### src/rtl/jump_ctrl.sv
// -----------------------------------------------------------------------------
// jump_ctrl
//
// Button front-end and jump-request handshake for the player character.
// The raw button is synchronised and debounced. A press starts a charge
// whose distance grows once per animation tick up to a ceiling. The release
// freezes the distance and raises a jump request. The game FSM consumes the
// request with jump_ack, and the controller then waits until the game is idle
// and the button is released before it accepts another press.
//
// Parameters
//   DEB_CYCLES : consecutive mismatching synchronised samples needed before
//                the debounced level follows the button
//   TICK_DIV   : clk cycles per anim_tick pulse
//   CHARGE_MIN : distance loaded when charging starts
//   CHARGE_MAX : saturation ceiling of the distance
//
// Ports
//   i_clk        : clock, rising edge
//   i_rst_n      : asynchronous active-low reset
//   i_btn        : raw, asynchronous player button
//   i_busy       : game FSM is animating; new presses are ignored
//   i_jump_ack   : game FSM has consumed o_jump_dist
//   o_anim_tick  : one-cycle animation step strobe, free-running
//   o_jump_req   : jump request, held until acknowledged
//   o_jump_dist  : requested jump distance (unsigned)
//   o_charging   : high while a charge is in progress (power bar)
// -----------------------------------------------------------------------------
module jump_ctrl #(
  parameter int DEB_CYCLES = 4,
  parameter int TICK_DIV   = 16,
  parameter int CHARGE_MIN = 13,
  parameter int CHARGE_MAX = 20
) (
  input  logic       i_clk,
  input  logic       i_rst_n,
  input  logic       i_btn,
  input  logic       i_busy,
  input  logic       i_jump_ack,
  output logic       o_anim_tick,
  output logic       o_jump_req,
  output logic [7:0] o_jump_dist,
  output logic       o_charging
);

  localparam int SYNC_STAGES = 2;
  localparam int TW = (TICK_DIV > 1) ? $clog2(TICK_DIV) : 1;
  localparam int DW = (DEB_CYCLES > 1) ? $clog2(DEB_CYCLES + 1) : 1;

  localparam logic [TW-1:0] TICK_LAST = TW'(TICK_DIV - 1);
  localparam logic [DW-1:0] DEB_LAST  = DW'(DEB_CYCLES - 1);
  localparam logic [7:0]    CHG_MIN   = 8'(CHARGE_MIN);
  localparam logic [7:0]    CHG_MAX   = 8'(CHARGE_MAX);

  typedef enum logic [1:0] {
    ST_IDLE,
    ST_CHARGE,
    ST_REQ,
    ST_LOCK
  } state_t;

  // ---------------------------------------------------------------------------
  // Two-flop synchroniser for the asynchronous button
  // ---------------------------------------------------------------------------
  logic [SYNC_STAGES-1:0] r_sync;
  logic                   w_sync;

  always_ff @(posedge i_clk or negedge i_rst_n) begin
    if (!i_rst_n) begin
      r_sync <= '0;
    end else begin
      r_sync <= {r_sync[SYNC_STAGES-2:0], i_btn};
    end
  end

  assign w_sync = r_sync[SYNC_STAGES-1];

  // ---------------------------------------------------------------------------
  // Debouncer: the counter tracks how many consecutive samples disagree with
  // the current debounced level; a single agreeing sample clears it.
  // r_btn_db_d is the previous debounced level, used for edge detection.
  // ---------------------------------------------------------------------------
  logic [DW-1:0] r_deb_cnt;
  logic          r_btn_db;
  logic          r_btn_db_d;
  logic          w_mismatch;

  assign w_mismatch = w_sync ^ r_btn_db;

  always_ff @(posedge i_clk or negedge i_rst_n) begin
    if (!i_rst_n) begin
      r_deb_cnt  <= '0;
      r_btn_db   <= 1'b0;
      r_btn_db_d <= 1'b0;
    end else begin
      r_btn_db_d <= r_btn_db;
      if (w_mismatch) begin
        if (r_deb_cnt == DEB_LAST) begin
          r_btn_db  <= w_sync;
          r_deb_cnt <= '0;
        end else begin
          r_deb_cnt <= r_deb_cnt + 1'b1;
        end
      end else begin
        r_deb_cnt <= '0;
      end
    end
  end

  // ---------------------------------------------------------------------------
  // Animation tick divider. The strobe is registered from the next count so
  // that it is high in exactly the cycle the count sits at TICK_DIV-1.
  // ---------------------------------------------------------------------------
  logic [TW-1:0] r_tick_cnt;
  logic [TW-1:0] w_tick_cnt_next;
  logic          r_anim_tick;

  assign w_tick_cnt_next = (r_tick_cnt == TICK_LAST) ? '0 : r_tick_cnt + 1'b1;

  always_ff @(posedge i_clk or negedge i_rst_n) begin
    if (!i_rst_n) begin
      r_tick_cnt  <= '0;
      r_anim_tick <= 1'b0;
    end else begin
      r_tick_cnt  <= w_tick_cnt_next;
      r_anim_tick <= (w_tick_cnt_next == TICK_LAST);
    end
  end

  // ---------------------------------------------------------------------------
  // Jump state machine. The distance register doubles as the charge
  // accumulator, so it only moves on entry to CHARGE and on ticks in CHARGE.
  // ---------------------------------------------------------------------------
  state_t     r_state;
  logic       r_jump_req;
  logic       r_charging;
  logic [7:0] r_jump_dist;
  logic       w_db_rise;
  logic       w_db_fall;
  logic [7:0] w_charge_inc;
  logic [7:0] w_charge_step;

  assign w_db_rise = r_btn_db & ~r_btn_db_d;
  assign w_db_fall = ~r_btn_db & r_btn_db_d;

  // Saturating increment; a tick that lands on the release cycle still counts.
  assign w_charge_inc  = (r_jump_dist < CHG_MAX) ? (r_jump_dist + 8'd1) : CHG_MAX;
  assign w_charge_step = r_anim_tick ? w_charge_inc : r_jump_dist;

  always_ff @(posedge i_clk or negedge i_rst_n) begin
    if (!i_rst_n) begin
      r_state     <= ST_IDLE;
      r_jump_req  <= 1'b0;
      r_charging  <= 1'b0;
      r_jump_dist <= 8'd0;
    end else begin
      case (r_state)
        ST_IDLE: begin
          // Edges arriving while busy are simply dropped, not queued.
          if (w_db_rise && !i_busy) begin
            r_state     <= ST_CHARGE;
            r_jump_dist <= CHG_MIN;
            r_charging  <= 1'b1;
          end
        end
        ST_CHARGE: begin
          // busy is deliberately not looked at: a started charge completes.
          r_jump_dist <= w_charge_step;
          if (w_db_fall) begin
            r_state    <= ST_REQ;
            r_charging <= 1'b0;
            r_jump_req <= 1'b1;
          end
        end
        ST_REQ: begin
          if (i_jump_ack) begin
            r_state    <= ST_LOCK;
            r_jump_req <= 1'b0;
          end
        end
        ST_LOCK: begin
          // Requiring the button released prevents a held button from
          // starting a new charge as soon as the game goes idle.
          if (!i_busy && !r_btn_db) begin
            r_state <= ST_IDLE;
          end
        end
        default: begin
          r_state    <= ST_IDLE;
          r_jump_req <= 1'b0;
          r_charging <= 1'b0;
        end
      endcase
    end
  end

  assign o_anim_tick = r_anim_tick;
  assign o_jump_req  = r_jump_req;
  assign o_jump_dist = r_jump_dist;
  assign o_charging  = r_charging;

endmodule

### config.mk
export PLATFORM = sky130hd
export DESIGN_NAME = jump_ctrl
export DESIGN_NICKNAME = d
export VERILOG_FILES = /design/src/rtl/jump_ctrl.sv
export SDC_FILE = /design/constraint.sdc
export NUM_CORES = 1
export LEC_CHECK = 0
export ABC_CLOCK_PERIOD_IN_PS = 1910
export CAP_MARGIN = 15
export CORE_MARGIN = 5
export CORE_UTILIZATION = 45
export DETAILED_ROUTE_END_ITERATION = 8
export PLACE_DENSITY = 0.68
export SLEW_MARGIN = 20
export SYNTH_ARGS = -nofsm -noshare
export SYNTH_HDL_FRONTEND = slang
export SYNTH_SLANG_ARGS = --single-unit
export TNS_END_PERCENT = 10
### constraint.sdc
create_clock -name i_clk -period 1.91 [get_ports i_clk]
set_input_delay 0.2865 -clock i_clk [delete_from_list [all_inputs] [get_ports i_clk]]
set_output_delay 0.2865 -clock i_clk [all_outputs]
set_load 0.02 [all_outputs]
==> run summary, run 1 <==
Critical Path RT -> 1.62 ns
Final Skew -> 0.0132 ns
Vias/cell -> 5.29
Critical Path Max Stage Delay -> 0.65 ns
Setup WS post-layout -> 0.145 ns
Clk sink count -> 24
Area grow syn2layout -> 22.6%
CTS tree -> built
Min Hold Slack -> 0.303 ns
Worst setup startpoint -> o_jump_dist[2]$_DFFE_PN0P_
Initial antenna violation count -> 0
Worst-margin pin slew -> 0.363 ns
Count leader, synth -> dfrtp_1
Placed cell count -> 144
Die Area -> 3600 um2
Initial Utilization -> 46.2%
CTS HTree Levels -> 1
Post-layout min period -> 1.76 ns
Max Freq -> 567 MHz
Total area of sequential cells -> 601 um2
Ant diodes -> 0
Status -> finished, final reports clean
VDD IR max -> 0.870 mV
TritonRoute pass-1 iters -> 2
Clock Tree Buf Depth -> 2
Layout cells sized above 1 -> 11.0%
Tcrit/Tclk final -> 92.4%
Worst path slowest cell -> clkdlybuf4s50_1
Synth unique cells -> 36
Worst path top cell family by delay -> buffers and inverters
Reg clk slew, reported paths -> 0.14 ns
Comb power frac -> 43.3%
P_leak -> 0.623 nW
# port buffers -> 15
Crit path buffers/inverters -> 1
Critical path cell sequence -> clkdlybuf4s50_1
Post-synth top cells -> dfrtp_1 (24), ha_1 (8), o21ai_0 (7)
Root buffer selected by CTS -> clkbuf_4
Area contributors post-synth -> dfrtp_1 (53%), ha_1 (8.9%), o21ai_0 (3.1%)
Resize count post-CTS -> 0
Antenna Nets Post-Route -> 0
Sw frac -> 36.3%
Syn avg cell area -> 11.6 um2
Worst-Skew Late Latency -> 0.32 ns
FP Rows -> 18
Number of global-route vias before repair -> 739
Drt total wl -> 1.93 mm
Area fraction of the dominant cell type after synthesis -> 53.4%
Total number of vias -> 783
Sequential Power Share -> 38.5%
Final Max Tran Viols -> 0
Fillers -> 212
Max Cap Viol -> 0
Cell taking the most area after synthesis -> dfrtp_1
RSZ-0062 raised after global routing -> false
Crit-path max FO -> 7
Total track usage -> 12.2%
Most used DFF post-synth -> dfrtp_1
Reg-to-reg startpoint -> r_state[1]$_DFFE_PN0P_
Switch Pwr -> 0.000727 W
Drt first-iter violations -> 12
Critical Path End Type -> output port
Non-Filler Instances -> 148
Synthesized flop and latch total -> 24
Largest net degree at the start of global routing -> 25
Rel. slew slack -> 75.4%
Post-CTS Setup Bufs -> 0
DP HPWL -> 1.44 mm
CP Launch Type -> register
Critical Path AT -> 1.48 ns
Post-synthesis async set-or-reset flop share -> 100%
DRC -> 0
Nets@finish -> 132
Internal -> 0.00128 W
Synth Cell Area -> 1120 um2
Flop2flop setup slack -> 0.22 ns
Min-Delay Path Class -> input pin to async pin
# setup viols final -> 0
Post-DR wirelength/cell -> 13.1 um
Core area -> 2430 um2
Number of flops mapped to enable cells by yosys -> 0
I/O Pins -> 16
Chip width -> 60.0 um
Ys Warns -> 0
Critical path type -> register to output port
Global-route wire length before repair -> 3.26 mm
Clock share of power -> 18.2%
Mapped Cells -> 97
Layout Utilization -> 56.7%
Post-synthesis net count -> 110
Hold_buf cts -> 0
Multi-input gate area -> 485 um2
Seq/Total Area, Yosys -> 53.4%
Final GP Congestion -> 0.713
PwrDens -> 1450 nW/um2
Die Ht -> 60.0 um
Setup TNS -> 0 ns
Worst slack, placed -> -0.00203 ns
Fin. Hold Viols -> 0
GR Overflow Total -> 0
Total CTS buffers -> 3
==> sequential cells by signal, summed over array words and instances, names as in the netlist <==
| register | flops |
|---|---|
| o_jump_dist | 8 |
| r_tick_cnt | 4 |
| r_deb_cnt | 3 |
| r_state | 2 |
| r_sync | 2 |
| o_anim_tick | 1 |
| o_charging | 1 |
| o_jump_req | 1 |
| r_btn_db | 1 |
| r_btn_db_d | 1 |
==> worst register-to-register path, cell delays in order, from the launching register on <==
cell and delay [ns]:
dfrtp_1 0.43, inv_1 0.10, ha_1 0.34, mux2i_1 0.14, a21oi_2 0.23, buf_4 0.18
o2bb2ai_2 0.05, a41oi_2 0.15
==> final timing paths <==
check / end / cells after the start
worst max-delay path: o_jump_dist[2] / 1
min in group i_clk: r_sync[1]$_DFF_PN0_ / 0
worst max register to register: o_jump_dist[2]$_DFFE_PN0P_ / 7
worst min register to register: r_sync[1]$_DFF_PN0_ / 0
max in group asynchronous: o_jump_dist[4]$_DFFE_PN0P_ / 2
worst min-delay path: r_state[0]$_DFFE_PN0P_ / 2
==> area by class of cell <==
class                      count  share of cell area (%)
clock buffer                   3                    1.63
inverter                       6                    1.63
tap                           30                    2.72
clock inverter                 1                    2.18
multi-input combinational     65                    35.2
sequential                    24                    43.6
timing repair buffer          19                    13.1
==> per-layer routing <==
layer	track usage (%)	part of all wire, %	vias up
li1	-	-	389
met5	0	0	-
met4	6.65	2.2	0
met2	17.9	45	15
met3	2.59	4.1	5
met1	16.6	48	374
==> cells by family after synthesis <==
group,Yosys count,share of synthesized area [%]
buffers and inverters,8,3.45
DFF,24,53.4
and+or+nand+nor,27,13.7
adders and majority gates,8,8.90
muxes,3,2.89
xor gates and xnor gates,3,2.34
AOI/OAI and AO/OA,24,15.4
==> layout by cell type (no fill, tap or decap), drive strengths merged, types with 3 or more instances in the layout <==
cell,instances
dfrtp,24
clkdlybuf4s50,15
ha,8
o21ai,7
inv,6
nand2,6
a21oi,5
buf,4
nand3,3
nor2,3
clkbuf,3
==> through the flow <==
| step | total power, W | cell area (um2) |
|---|---|---|
| 5_1_grt | 0.00216 | 1380 |
| 3_5_place_dp | 0.00166 | 1330 |
| 2_1_floorplan | 0.00135 | 1120 |
| 4_1_cts | 0.00203 | 1380 |
| 3_3_place_gp | 0.00163 | 1330 |
| 6_report | 0.00200 | 1380 |
==> power groups by stage <==
stage          Sequential (W)  Clock [W]  Combinational (W)
6_report             0.000771   0.000365           0.000868
5_1_grt              0.000794   0.000395           0.000967
4_1_cts              0.000773   0.000375           0.000879
3_5_place_dp         0.000783          0           0.000876
3_3_place_gp         0.000773          0           0.000853
2_1_floorplan        0.000846          0           0.000507
Note: power is estimated with default switching activity, not from simulation.
==> run 2, diff against run 1 <==
Settings changed: ABC_CLOCK_PERIOD_IN_PS 1910 to 1700.
Clock period 1.91 ns to 1.7 ns, I/O delays scaled along.
==> run 2 against run 1 <==
  * Setup slack worse by 0.074 ns
  * Global-route usage up 0.67 points
  * Cell area up 0.54%
  * Sequential share of layout area down 0.24 points
  * Flip-flop and latch count unchanged
  * Largest cell class unchanged
  * Clock power down 36%
  * Highest routed layer unchanged
  * Combinational power up 23%
  * Non-clock buffer count up 3
  * Final cell count up 1.4%
==> run summary, run 2 (synthesis gave the netlist of run 1 again) <==
Status -> finished, final reports clean
FP Rows -> 18
Post-DR wirelength/cell -> 13.5 um
GR Overflow Total -> 0
Total number of vias -> 787
Critical Path AT -> 1.82 ns
Initial antenna violation count -> 0
I/O Pins -> 16
Min-Delay Path Class -> input pin to async pin
Clock share of power -> 10.7%
P_leak -> 0.623 nW
Most common cell after layout, fill and taps aside -> dfrtp_1
PwrDens -> 1560 nW/um2
Rel. slew slack -> 73.7%
Clk sink count -> 24
Internal -> 0.00133 W
Ant diodes -> 0
Setup WS post-layout -> 0.0713 ns
Core area -> 2430 um2
Worst slack, placed -> -0.193 ns
Largest net degree at the start of global routing -> 25
Reg clk slew, reported paths -> 0.12 ns
Sequential Power Share -> 39.9%
Total track usage -> 12.9%
Number of global-route vias before repair -> 796
Max reg flops -> 8
Die Ht -> 60.0 um
CP Launch Type -> register
Critical Path End Type -> register
Setup TNS -> 0 ns
Hold_buf cts -> 0
Final Skew -> 0.00646 ns
TritonRoute pass-1 iters -> 4
# setup viols final -> 0
Worst-Skew Late Latency -> 0.30 ns
Worst-margin pin slew -> 0.389 ns
Crit-path max FO -> 3
Drt first-iter violations -> 10
DP HPWL -> 1.56 mm
Comb power frac -> 49.4%
Die Area -> 3600 um2
Switch Pwr -> 0.000839 W
Drt total wl -> 2.02 mm
Antenna Nets Post-Route -> 0
RSZ-0062 raised after global routing -> true
Critical path type -> register to register
Total power -> 0.00217 W
Post-layout min period -> 1.63 ns
Max Freq -> 614 MHz
DRC -> 0
Fillers -> 215
CTS tree -> built
Area grow syn2layout -> 23.2%
Total CTS buffers -> 3
Chip width -> 60.0 um
Fin. Hold Viols -> 0
Max Cap Viol -> 0
Clock Tree Buf Depth -> 2
Vias/cell -> 5.25
Sw frac -> 38.7%
VDD IR max -> 0.951 mV
Layout cells sized above 1 -> 14.2%
CTS HTree Levels -> 1
Root buffer selected by CTS -> clkbuf_4
Tcrit/Tclk final -> 95.8%
Global-route wire length before repair -> 3.50 mm
Most frequent cells in the layout -> dfrtp_1 (24), clkdlybuf4s50_1 (14), o21ai_0 (7), ha_1 (7), buf_4 (7)
Final Max Tran Viols -> 0
Critical Path RT -> 1.89 ns
Nets@finish -> 135
Final GP Congestion -> 0.763
# port buffers -> 15
Initial Utilization -> 46.2%
run 2: cell count changes in the layout (fill, tap and decap cells not counted), sizes merged:
cell | before | now
buf | 4 | 7
bufinv | 1 | 0
clkdlybuf4s50 | 15 | 14
dlygate4sd2 | 0 | 1
run 2: final timing paths:
check | start | end | slack (ns) | cells after the start
worst min-delay path | i_rst_n | o_jump_dist[5]$_DFFE_PN0P_ | 0.29 | 2
worst min register to register | r_sync[0]$_DFF_PN0_ | r_sync[1]$_DFF_PN0_ | 0.38 | 0
worst max-delay path | r_state[0]$_DFFE_PN0P_ | r_state[1]$_DFFE_PN0P_ | 0.07 | 6
min in group i_clk | r_sync[0]$_DFF_PN0_ | r_sync[1]$_DFF_PN0_ | 0.38 | 0
max in group asynchronous | i_rst_n | r_state[1]$_DFFE_PN0P_ | 1.18 | 2
worst max register to register | r_state[0]$_DFFE_PN0P_ | r_state[1]$_DFFE_PN0P_ | 0.07 | 6
run 2: final cells by class:
cell class | count | area [um2] | share of cell area [%]
clock buffer | 3 | 22.5 | 1.62
inverter | 6 | 22.5 | 1.62
multi-input combinational | 65 | 502 | 36.2
sequential | 24 | 601 | 43.3
tap | 30 | 37.5 | 2.71
timing repair buffer | 22 | 201 | 14.5
run 2: power by group through the flow:
stage               sequential (W)  clock [W]  combinational (W)
floorplan                 0.000951          0           0.000570
global placement          0.000867          0            0.00100
detailed placement        0.000875          0            0.00104
CTS                       0.000862   0.000240            0.00104
global route              0.000887   0.000266            0.00120
finish                    0.000864   0.000232            0.00107
run 2: stage by stage:
stage	instances	hold slack, ns	util (%)	cell area, um2
floorplan	97	-0.0406	-	1120
global placement	147	0.333	55.5	1350
detailed placement	147	0.357	55.5	1350
CTS	150	0.299	56.3	1370
global route	150	0.317	57.0	1390
finish	150	0.291	57.0	1390
run 2: routing by layer:
layer	part of all wire, %	vias to the layer above	GRT usage (%)
met4	0.89	0	3.80
met1	46	379	16.8
li1	-	392	-
met5	0	-	0
met2	49	14	21.1
met3	4.6	2	3.02
run 2: critical path, stage by stage, from the launching register on:
cell,delay [ns]
dfrtp_1,0.43
inv_1,0.15
ha_1,0.22
nor2b_1,0.19
a21oi_2,0.06
nand3_1,0.12
mux2_2,0.34
run 2: repair_timing:
item                       in CTS  in global routing
buffers inserted                0                  0
setup endpoints to repair       1                  8
gates resized for setup         1                  3
==> run 3, diff against run 2 <==
Settings changed: DONT_BUFFER_PORTS set to 1, PLACE_DENSITY 0.68 to unset.
==> run 3 against run 2 <==
  * Clock-buffer cell count up 1
  * Critical path depth unchanged
  * Hold slack worse by 0.076 ns
  * Sequential share of layout area up 4.0 points
  * Highest routed layer unchanged
  * Clock skew down 0.0032 ns
  * Non-clock buffer count down 12
==> run summary, run 3 (synthesis gave the netlist of run 1 again) <==
Worst-Skew Late Latency -> 0.30 ns
CTS HTree Levels -> 1
# setup viols final -> 0
Worst path top cell family by delay -> flip-flops
Most frequent cells in the layout -> dfrtp_1 (24), o21ai_0 (7)
DRC -> 0
Worst path slowest cell -> dfrtp_1
Die Area -> 3600 um2
Vias/cell -> 5.29
Post-layout min period -> 1.52 ns
TritonRoute pass-1 iters -> 4
Final Max Tran Viols -> 0
I/O Pins -> 16
Fin. Hold Viols -> 0
Min-Delay Path Class -> input pin to register
Antenna Nets Post-Route -> 0
Global-route wire length before repair -> 3.30 mm
Max Cap Viol -> 0
Rel. slew slack -> 64.6%
Final Skew -> 0.00323 ns
Layout Utilization -> 52.2%
Crit path buffers/inverters -> 2
Critical path type -> register to register
Max Freq -> 658 MHz
Total power -> 0.00205 W
Setup WS post-layout -> 0.179 ns
Critical path cell sequence -> inv_1 > ha_2 > mux2i_1 > a21oi_2 > buf_6 > and2b_1
Worst-margin pin slew -> 0.531 ns
Max reg flops -> 8
Clk sink count -> 24
Drt total wl -> 1.94 mm
Clock Tree Buf Depth -> 2
Worst slack, placed -> 0.122 ns
Critical Path Max Stage Delay -> 0.43 ns
RSZ-0062 raised after global routing -> false
Fin area -> 1270 um2
Largest net degree at the start of global routing -> 25
Die Ht -> 60.0 um
Final GP Congestion -> 0.803
Setup TNS -> 0 ns
# port buffers -> 0
Drt first-iter violations -> 15
Most common cell after layout, fill and taps aside -> dfrtp_1
Layout cells sized above 1 -> 17.4%
CP Launch Type -> register
Tcrit/Tclk final -> 89.4%
PwrDens -> 1620 nW/um2
CTS tree -> built
Area grow syn2layout -> 12.8%
Initial Utilization -> 46.2%
VDD IR max -> 1.01 mV
Core area -> 2430 um2
Critical Path AT -> 1.73 ns
Ant diodes -> 0
P_leak -> 0.584 nW
Initial antenna violation count -> 0
Root buffer selected by CTS -> clkbuf_4
Total CTS buffers -> 3
Total track usage -> 12.5%
GR Overflow Total -> 0
Chip width -> 60.0 um
Critical Path RT -> 1.91 ns
Number of global-route vias before repair -> 734
Crit-path max FO -> 8
Reg clk slew, reported paths -> 0.13 ns
FP Rows -> 18
Nets@finish -> 123
Critical Path End Type -> register
DP HPWL -> 1.44 mm
Area after DPL -> 1200 um2
Status -> finished, final reports clean
Total number of vias -> 736
Post-DR wirelength/cell -> 13.9 um
[run 3: final timing paths]
path / startpoint / to / slack [ns] / cells after the start
max in group asynchronous: i_rst_n / o_jump_dist[3]$_DFFE_PN0P_ / 0.88 / 2
setup reg to reg: r_state[1]$_DFFE_PN0P_ / o_jump_dist[6]$_DFFE_PN0P_ / 0.18 / 6
setup / recovery: r_state[1]$_DFFE_PN0P_ / o_jump_dist[6]$_DFFE_PN0P_ / 0.18 / 6
hold reg to reg: r_sync[0]$_DFF_PN0_ / r_sync[1]$_DFF_PN0_ / 0.38 / 0
hold / removal: i_busy / o_charging$_DFFE_PN0P_ / 0.22 / 3
min in group asynchronous: i_rst_n / o_jump_dist[4]$_DFFE_PN0P_ / 0.47 / 2
[run 3: worst reg2reg max path, cell delays in order (launching register included)]
cell and delay, ns:
dfrtp_1 0.43, inv_1 0.11, ha_2 0.24, mux2i_1 0.10, a21oi_2 0.21, buf_6 0.17
and2b_1 0.17
[run 3: per-layer routing]
metal	global-route usage [%]	vias up	part of all wire, %
met4	4.75	0	0.62
met3	4.75	2	7.4
li1	-	369	-
met5	0	-	0
met1	15.5	350	46
met2	19.6	15	46
[run 3: layout make-up]
class,count,area (um2)
flip-flops and latches,24,601
well taps,30,37.5
inverters,6,22.5
fillers,216,1160
multi-input cells,65,490
repair buffers,10,81.3
clock buffers,4,36.3
[run 3: power breakdown]
group	total, W	internal [W]	switching (W)	leakage, nW
Combinational	0.000810	0.000398	0.000412	0.267
Sequential	0.000946	0.000720	0.000227	0.296
Clock	0.000294	0.000131	0.000164	0.0210
[run 3: metrics by stage]
stage	hold WS, ns	std cells
floorplan	-0.0406	97
global placement	-0.0398	132
detailed placement	-0.0400	132
CTS	0.202	138
global route	0.230	139
finish	0.215	139
[run 3: timing repair]
| item | in CTS | in global routing |
|---|---|---|
| hold buffers | 2 | 1 |
| endpoints found under the hold margin | 25 | 24 |
| setup buffers | 0 | 0 |
| resized for setup | 0 | 3 |
| setup endpoints to repair | 0 | 6 |
